==> config.mk <==
export PLATFORM = sky130hd
export DESIGN_NAME = fir_coef_loader
export DESIGN_NICKNAME = d
export VERILOG_FILES = /design/src/rtl/fir_coef_loader.sv
export SDC_FILE = /design/constraint.sdc
export NUM_CORES = 1
export LEC_CHECK = 0
export CORE_UTILIZATION = 30
export CTS_BUF_LIST = sky130_fd_sc_hd__clkbuf_2 sky130_fd_sc_hd__clkbuf_4 sky130_fd_sc_hd__clkbuf_8
export CTS_CLUSTER_DIAMETER = 100
export DETAILED_ROUTE_END_ITERATION = 10
export GPL_TIMING_DRIVEN = 0
export PLACE_DENSITY = 0.49
export RECOVER_POWER = 50
export SETUP_SLACK_MARGIN = 0.05
export SKIP_CTS_REPAIR_TIMING = 1
export SYNTH_ARGS = -nofsm -noshare
export SYNTH_HDL_FRONTEND = slang
export SYNTH_SLANG_ARGS = --single-unit
==> constraint.sdc <==
create_clock -name clk -period 6.2 [get_ports clk]
set_input_delay 1.24 -clock clk [delete_from_list [all_inputs] [get_ports clk]]
set_output_delay 1.24 -clock clk [all_outputs]
set_load 0.01 [all_outputs]
==> src/rtl/fir_coef_loader.sv <==
// Purpose: holds the FIR coefficient table, shifts it serially into the filter, then reads taps 0..15 back and flags mismatches.
// Latency: start to done is NTAPS*2*DIV + 3*16 clk cycles (216 with default parameters).
// Backpressure: none; start and table writes are ignored while busy, and the filter side is strictly clock-timed.
//
// Ports:
//   clk, reset             system clock, asynchronous active-high reset
//   wr_en/wr_addr/wr_data  coefficient table write port (ignored while busy or for wr_addr >= NTAPS)
//   start                  single-cycle load-and-verify request
//   coef_out, clk_coef     serial coefficient word and generated shift clock towards the filter
//   sw, coef_current       readback tap select and readback value from the filter
//   busy, done, error      sequence status; error is sticky until the next accepted start
//   fail_idx               index of the first mismatching tap, valid when error=1
module fir_coef_loader #(
    parameter int NTAPS  = 21,
    parameter int COEF_W = 16,
    parameter int DIV    = 4
) (
    input  logic              clk,
    input  logic              reset,
    input  logic              wr_en,
    input  logic [4:0]        wr_addr,
    input  logic [COEF_W-1:0] wr_data,
    input  logic              start,
    output logic [COEF_W-1:0] coef_out,
    output logic              clk_coef,
    output logic [3:0]        sw,
    input  logic [COEF_W-1:0] coef_current,
    output logic              busy,
    output logic              done,
    output logic              error,
    output logic [3:0]        fail_idx
);

    localparam int TW = $clog2(NTAPS);
    localparam int PW = (DIV > 1) ? $clog2(2 * DIV) : 1;
    // Only taps 0..15 are reachable through the 4-bit readback select.
    localparam int NV = (NTAPS < 16) ? NTAPS : 16;
    localparam logic [5:0] NTAPS6 = 6'(NTAPS);

    typedef enum logic [1:0] {IDLE, SHIFT, VERIFY, DONE} state_t;

    state_t            state, state_nx;
    logic [TW-1:0]     tap, tap_nx;
    logic [PW-1:0]     ph, ph_nx;
    logic [1:0]        sub, sub_nx;
    logic [3:0]        idx, idx_nx;
    logic [COEF_W-1:0] coef_nx;
    logic              clk_coef_nx;
    logic [3:0]        sw_nx;
    logic              done_nx, error_nx;
    logic [3:0]        fail_nx;
    logic              load;
    logic              wr_ok;
    logic [COEF_W-1:0] load_word;

    logic [COEF_W-1:0] tbl [NTAPS];

    assign busy  = (state == SHIFT) || (state == VERIFY);
    assign wr_ok = wr_en && !busy && ({1'b0, wr_addr} < NTAPS6);

    // Table is deliberately not reset: software-loaded contents survive a reset.
    always_ff @(posedge clk) begin
        if (wr_ok) begin
            tbl[TW'(wr_addr)] <= wr_data;
        end
    end

    // A write landing in the same cycle as start has not reached the table yet,
    // so forward it into the first word sent.
    assign load_word = (wr_ok && (wr_addr == 5'(tap_nx))) ? wr_data : tbl[tap_nx];

    always_ff @(posedge clk or posedge reset) begin
        if (reset) begin
            state    <= IDLE;
            tap      <= '0;
            ph       <= '0;
            sub      <= '0;
            idx      <= '0;
            coef_out <= '0;
            clk_coef <= 1'b0;
            sw       <= '0;
            done     <= 1'b0;
            error    <= 1'b0;
            fail_idx <= '0;
        end else begin
            state    <= state_nx;
            tap      <= tap_nx;
            ph       <= ph_nx;
            sub      <= sub_nx;
            idx      <= idx_nx;
            coef_out <= coef_nx;
            clk_coef <= clk_coef_nx;
            sw       <= sw_nx;
            done     <= done_nx;
            error    <= error_nx;
            fail_idx <= fail_nx;
        end
    end

    always_comb begin
        state_nx    = state;
        tap_nx      = tap;
        ph_nx       = ph;
        sub_nx      = sub;
        idx_nx      = idx;
        coef_nx     = coef_out;
        clk_coef_nx = 1'b0;
        sw_nx       = sw;
        done_nx     = done;
        error_nx    = error;
        fail_nx     = fail_idx;
        load        = 1'b0;

        case (state)
            IDLE, DONE: begin
                if (start) begin
                    state_nx = SHIFT;
                    tap_nx   = TW'(NTAPS - 1);
                    ph_nx    = '0;
                    done_nx  = 1'b0;
                    error_nx = 1'b0;
                    fail_nx  = '0;
                    load     = 1'b1;
                end
            end
            SHIFT: begin
                if (ph == PW'(2 * DIV - 1)) begin
                    ph_nx = '0;
                    if (tap == '0) begin
                        state_nx = VERIFY;
                        idx_nx   = '0;
                        sub_nx   = '0;
                        sw_nx    = '0;
                    end else begin
                        tap_nx = tap - TW'(1);
                        load   = 1'b1;
                    end
                end else begin
                    // Low for the first DIV cycles of a tap, high for the last DIV.
                    ph_nx       = ph + PW'(1);
                    clk_coef_nx = (ph_nx >= PW'(DIV));
                end
            end
            VERIFY: begin
                if (sub == 2'd2) begin
                    if ((coef_current != tbl[TW'(idx)]) && !error) begin
                        error_nx = 1'b1;
                        fail_nx  = idx;
                    end
                    sub_nx = '0;
                    if (idx == 4'(NV - 1)) begin
                        state_nx = DONE;
                        done_nx  = 1'b1;
                        sw_nx    = '0;
                    end else begin
                        idx_nx = idx + 4'd1;
                        sw_nx  = idx + 4'd1;
                    end
                end else begin
                    sub_nx = sub + 2'd1;
                end
            end
            default: state_nx = IDLE;
        endcase

        if (load) begin
            coef_nx = load_word;
        end
    end

endmodule
# == Word-level counts from Yosys, hierarchy flattened ==
# Memory sizes are Yosys's and may differ from the RTL's. A register that Yosys moved wholly into a read port is not among the register bits.
# Index checks and enable logic that the tools add are counted.
# totals
ff_bits,27
mem_bits_rw,336
elab_cells,94
mem_count,1
# mem_list
memory,depth,width,read_ports,rd_clocked_by_memory_dff,write_ports,line,rtl
tbl,21,16,2,1,1,56,logic [COEF_W-1:0] tbl [NTAPS];
# op_classes
n_addsub,4
n_lt_le_gt_ge,2
eq_ne,14
mux,44
n_reduce_logical,19
# op_table
op,count
$mux W4,9
$pmux W4 S2,3
$mux W2,8
$ne A16 B16 Y1,1
$mux W5,3
$mux W1,12
$reduce_and A4 Y1,3
$ne A2 B1 Y1 const B,5
$pmux W5 S2,1
$reduce_and A5 Y1,2
$eq A2 B2 Y1 const B,3
$mux W3,2
$pmux W1 S2,3
$pmux W2 S3,1
$pmux W3 S2,1
$reduce_bool A2 Y1,3
$logic_not A5 Y1,1
$lt A5 B5 Y1 const B,1
$sub A5 B1 Y5 const B,1
$add A4 B1 Y4 const B,1
$eq A4 B4 Y1 const B,1
$ne A2 B2 Y1 const B,2
$pmux W2 S2,1
$add A3 B1 Y3 const B,1
11 further kinds,14

# == Logic depth before layout (Yosys ltp) ==
# logic_depth
ltp_word,7
mapped_depth,14

# == Worst setup path before layout ==
# Ideal clock, no wire load.
# synth_path
path_type,input to register
start,input wr_addr[3]
end,memory tbl[20][0] (enable)
setup_ps,409
arrival_ps,2926
required_ps,5791
path_slack_ps,2864
path_stages,4
n_path_buf,1
cell_sequence,clkbuf_1 -> nand2_1 -> nand4_1 -> nor3_1
# synth_via
elab_chain_len,4
# synth_rtl
item,line,rtl
"start, declared",21,"input logic [4:0] wr_addr,"
$lt A5 B5 Y1,59,"assign wr_ok = wr_en && !busy && ({1'b0, wr_addr} < NTAPS6);"
$logic_and A1 B1 Y1,59,
$mux W1,63,if (wr_ok) begin
$mux W1 (not written as such),64,tbl[TW'(wr_addr)] <= wr_data;
"end, declared",56,
# Parallel ways exist; a longest one is shown, timed or not.

# == Worst setup path after layout ==
# layout_path
start,register idx[0]
end,register fail_idx[0]
# layout_via
elab_chain_len,5
# layout_rtl
item,line,rtl
"start, declared",46,"logic [3:0] idx, idx_nx;"
"start signal, assigned",90,idx <= idx_nx;
$mem_v2 Z21 W16,n/a,
$ne A16 B16 Y1,146,if ((coef_current != tbl[TW'(idx)]) && !error) begin
$logic_and A1 B1 Y1,146,
$ne A2 B1 Y1 (no source line),n/a,
$reduce_and A4 Y1 (no source line),n/a,
"end signal, assigned",96,fail_idx <= fail_nx;
"end, declared",31,output logic [3:0] fail_idx
# Parallel ways exist; a longest one is shown, timed or not. The select of a mux whose other input is x is not followed.
# A chain may end at the register's enable or synchronous reset.

==> metrics.cfg <==
[critical_path]
required_ns = 6.74
startpoint = idx[0]
crit_chain = clkbuf_1, buf_2, buf_1, mux4_2, a21oi_1, o21ai_0, a2111oi_0, nand4_1, o21ai_1, mux2i_1
arrival_ns = 5.94
cp-end-kind = register
crit_family = buffers and inverters
cp_max_fo = 10
r2r_end = fail_idx[0]
slowest_stage = buf_1
rr_startpoint = idx[0]
r2r_setup_slack_ns = 0.80
cp_num_buf_inv = 3
crit_path_start_kind = register
crit_type = reg -> reg
reg2reg_depth = 10
slowest_delay_ns = 1.03

[floorplan]
dieArea_mm2 = 0.0616
die_h_um = 248
core_region_area_mm2 = 0.0595
rows = 89
io_pins = 69
initial_utilization_pct = 30.6
die_w_um = 248

[detailed_routing]
wl_per_cell_um = 28.2
route.detailed.drc = 0
ant_nets = 0
viasPerCell = 5.49
drt_iter0_markers = 1145
drt-pass1-iter-count = 5
wl_um = 64400
vias = 12500

[clocking]
clock_path_buffers = 3
cts_tree = built
cts_sinks = 379
cts_made_buffers = 68
clk_latency_ns = 0.64
root_buffer = clkbuf_8
htree_levels = 3
clk_pin_slew_ns = 0.06

[hold_path]
hold_path_end = ph[0]
whs_path_depth = 1
hp-class = reg -> reg
min-delay-start = ph[0]

[synth]
synthSimpleGateAreaFrac_pct = 7.76
synthXorXnorAreaFrac_pct = 0.675
synthMuxAreaShare_pct = 16.7
synth-compound-area-share_pct = 9.96
synth_top_family_by_area = multiplexers
async_reset_ff_share_pct = 11.3
ys_types = 72
postSynthAreaPerCell_um2 = 14.0
ys_warn_count = 0
synth-adder-area-share_pct = 0.482
synth_seq_cells = 379
ys_seq_area_share_pct = 61.4
synth_edf_count = 336
synth_area_mm2 = 0.0182
synth_top_area_share_pct = 55.5
synth_top_cell_by_area = edfxtp_1
ys_top_cells_by_area = edfxtp_1, mux2i_1, mux4_2
syn_inst = 1300
synth_fp_nets = 1348
ys.flop_type = edfxtp_1

[power]
p_leak_nw = 8.08
powerDensity_mw_per_mm2 = 344
power.total_mw = 7.45
ir_drop_mv = 0.128

[timing]
holdWs_ns = 0.497
rsz0062_at_grt = false
hold_viol_final = 0
max_slew_margin_pct = 5.48
drv_slew = 0
finalSetupViolCount = 0
min_period_ns = 5.40
fmax_mhz = 185
setup_tns_ns = 0
fin_ws_ns = 0.805
final.setup_skew_ns = 0.0276
tightest_slew_ns = 1.42
period_share_pct = 87.0

[placement]
dp.cells = 2160
pre_cts_ws_ns = 0.661
place.gp.congestion = 0.943
numPortBuffers = 65
placed_cell_area_mm2 = 0.0203
dpl.hpwl_um = 46600

[flow_run]
maxCapViolCount = 0

[cells_and_area]
post-route-cell-area_mm2 = 0.0217
fill_cells = 5733
fin_util_pct = 36.5
syn_to_final_growth_pct = 19.4
stdcell_count = 2285
nets = 1505
layout-drive-gt1-share_pct = 16.7

[global_routing]
antenna_found_initial = 1
grt_pass1_vias = 12500
grt_pass1_wl_um = 91100
grtUsageTotal_pct = 21.0
grt_overflow = 0
grt_max_degree = 26

[run_status]
status = finished clean

## state kept, by name, indices dropped and copies added, names as in the netlist, 2 cells and up
signal	count
sw	4
state	2
idx	4
coef_out	16
ph	3
tbl	336
fail_idx	4
tap	5
sub	2
## synthesized netlist by cell type (8+ instances only)
master,instances
a211oi_1,82
clkbuf_1,48
inv_1,49
a2111oi_0,9
and3_1,13
dfrtp_1,43
o21ai_0,23
a21oi_1,22
edfxtp_1,336
and2_1,40
a31oi_1,8
nor4_1,17
o22ai_1,8
mux4_2,53
buf_2,30
a22oi_1,11
nor3_1,9
nand3_1,20
nand2_1,113
mux2i_1,177
nor2_1,48
xnor2_1,9
a32o_1,18
## cells in the final DEF (no fill, tap or decap), types with 7 or more instances in the layout
cell type        Yosys  final
dlygate4sd3_1        0     18
clkinv_1             1      9
nor4_1              17     17
nor3_1               9      8
dfrtp_1             43     43
clkbuf_4             0     21
o21ai_0             23     24
o22ai_1              8      8
inv_1               49     49
mux2i_1            177    177
clkdlybuf4s50_1      0     47
edfxtp_1           336    336
a31oi_1              8      8
a32o_1              18     18
a22oi_1             11     11
nor2_1              48     31
nor2_2               0     17
clkinv_2             0     11
mux4_2              53     53
a2111oi_0            9      9
nand2_1            113    113
buf_8                0      9
nand3_1             20     20
clkbuf_1            48     49
a21oi_1             22     22
a211oi_1            82     82
ha_1                 7      7
xnor2_1              9      9
buf_2               30     30
and3_1              13     13
buf_16               0     11
and2_1              40     40
clkbuf_8             0     75
## worst max-delay path by stage
stage                        to  cells past startpoint
global route        fail_idx[2]                     10
floorplan            tbl[20][0]                      4
detailed placement  coef_out[6]                     10
finish              fail_idx[0]                     10
CTS                 fail_idx[0]                     10
global placement    coef_out[7]                     10
## final cells by class
cell class	count	area, um^2	share of cell area, %
clock buffers	96	1190	5.48
repair buffers	87	1100	5.09
clock inverters	28	214	0.986
plain buffers	83	357	1.64
diodes	1	2.50	0.0115
well taps	773	967	4.46
inverters	50	188	0.865
flip-flops and latches	379	11200	51.5
multi-input cells	788	6510	30.0
## metal layers
| metal | GRT usage (%) | wire [um] | vias up |
|---|---|---|---|
| met1 | 29.5 | 28700 | 6516 |
| met4 | 5.13 | 1330 | 2 |
| li1 | - | - | 5449 |
| met3 | 3.53 | 4080 | 93 |
| met2 | 33.8 | 30200 | 487 |
| met5 | 0 | 9 | - |
## logic make-up (layout without fill, tap and decap cells)
kind of cell,Yosys count,count (layout)
XOR/XNOR,14,14
flip-flops,379,379
other,0,1
buffers and inverters,133,344
adder cells (fa/ha/maj),7,7
multiplexers,236,236
AND/OR/NAND/NOR,291,291
AO/OA/AOI/OAI,240,240
## power by group
part	switching (mW)	internal, mW
combinational	1.30	0.734
sequential	0.0727	2.90
clock	1.11	1.34
total	2.48	4.97
(Power assumes the default switching activity.)
==> patch, RTL diff (same flow settings) <==
Encoding of `state_t`: now one-hot (4 bits for 4 states).
--- a/src/rtl/fir_coef_loader.sv
+++ b/src/rtl/fir_coef_loader.sv
@@ -38,5 +38,5 @@
     localparam logic [5:0] NTAPS6 = 6'(NTAPS);
 
-    typedef enum logic [1:0] {IDLE, SHIFT, VERIFY, DONE} state_t;
+    typedef enum logic [3:0] {IDLE = 4'b0001, SHIFT = 4'b0010, VERIFY = 4'b0100, DONE = 4'b1000} state_t;
 
     state_t            state, state_nx;
Formal check against the unedited RTL: same outputs for any inputs over 4 cycles, from zero or initial values and one cycle with reset high; so few cycles prove little.
==> patch against the unedited design <==
  * Final area decreased by 0.89%
  * Synthesized area increased by 0.13%
  * Sequential cell count increased by 2
  * Wire length increased by 7.2%
  * First-iteration DRC count increased by 44%
  * Setup slack got worse by 0.24 ns
  * Via count increased by 2.8%
  * Critical path depth unchanged
  * Utilization decreased by 0.32 points
Power is not compared: it rests on default switching activity, and its combinational part moved more than twofold at a synthesized area within 25%.
==> patch: results (changes against the unedited design) <==
[worst_setup_path]
slowest_delay_ns = 1.19  ; +0.16 ns
critPathTopFamily = buffers and inverters
r2r-start = idx[2]
r2r_end = fail_idx[1]
crit_slowest_cell = nor4_1
cp.arrival_ns = 6.14  ; +0.20 ns

[synth]
synth-seq-area-share_pct = 61.6  ; +0.20 points
syn_avg_cell_area_um2 = 13.6  ; -2.9%
syn_nets = 1386  ; +2.8%
synth-async-reset-ratio_pct = 11.8  ; +0.47 points
synth_area_leaders = edfxtp_1 (55%), mux4_2 (6.1%), dfrtp_1 (6.1%)

[detailed_routing]
wirelength_mm = 69.0  ; +7.2%
vias_per_cell = 5.55  ; +1.0%
drt-met1-wl_mm = 29.2  ; +1.5%
met3_length_mm = 6.14  ; +51%
top_layer = met4
wl_met2_mm = 31.4  ; +4.1%
first_iter_violations = 1650  ; +44%
vias = 12900  ; +2.8%

[layout]
nMultiInputCombCells = 860  ; +9.1%
clock_area_share_pct = 6.32  ; -0.15 points
multiInputGateArea_mm2 = 0.00648  ; -0.48%
n_sequential_cell = 381  ; +0.53%
nNonClkBuffers = 173  ; +1.8%
nets = 1544  ; +2.6%
inv_count = 15  ; -70%
multi_input_area_share_pct = 30.1  ; +0.12 points
seq_area_share_pct = 52.2  ; +0.70 points
insertedDiodeCount = 2  ; +1
buf_share_pct = 6.61  ; -0.12 points
fillCellCount = 5825  ; +1.6%
nClkBuffers = 100  ; +4.2%

[global_routing]
met3_usage_pct = 4.69  ; +1.2 points
grt_use_met2_pct = 35.1  ; +1.3 points
grt_antenna_before_repair = 2  ; +1
grt_use_met1_pct = 31.0  ; +1.5 points
grt_pass1_wl_mm = 96.1  ; +5.5%
track_usage_pct = 22.6  ; +1.5 points

[placed_design]
placed_cell_area_mm2 = 0.0202  ; -0.57%
dpl_worst_slack_ns = 0.853  ; +0.192 ns
post-dp-hpwl_mm = 48.1  ; +3.3%
place_congestion = 0.927  ; -1.7%
place_inst = 2202  ; +1.9%
port_buffers = 67  ; +3.1%

[worst_hold_path]
min_from = sw[0]
hold_end = sw[0]
holdPathStages = 2  ; +1

[clock_tree]
htreeDepth = 3  ; unchanged
cts-root-buf = clkbuf_8
clkLatencyLatePin_ns = 0.67  ; +0.03 ns

[status]
status = completed

[timing]
worst_pin_slew_ns = 1.46  ; +0.0458 ns
finClkSkew_ns = 0.0471  ; +0.0195 ns
setup_ws_ns = 0.562  ; -0.243 ns

==> patch: cell count changes in the layout (fill, tap and decap cells not counted), moves of 17 or more <==
cell / unedited run / this run
xor2_1: 5 / 22
a21oi_1: 22 / 68
a32o_1: 18 / 0
nand3_1: 20 / 106
inv_1: 49 / 12
a211oi_1: 82 / 30
nand2_1: 113 / 177
a221oi_2: 0 / 20
mux2i_1: 177 / 101
==> patch: through the flow <==
step	hold slack [ns]	total power [uW]	utilization, %
after detailed placement	0.477	3580	34.0
after CTS	0.489	5980	36.3
after global placement	0.470	3560	33.4
after global routing	0.522	6120	36.2
after floorplan	0.456	3270	-
final	0.485	5930	36.2
==> patch: cell families (layout without fill, tap and decap cells) <==
kind of cell,count (synthesis),in the layout,synth area share (%)
xor gates and xnor gates,48,48,2.35
AOI/OAI and AO/OA,200,200,8.07
buffers and inverters,100,308,2.84
adders and majority gates,4,4,0.275
and+or+nand+nor,438,438,11.9
other,0,2,0
muxes,170,170,12.9
DFF,381,381,61.6
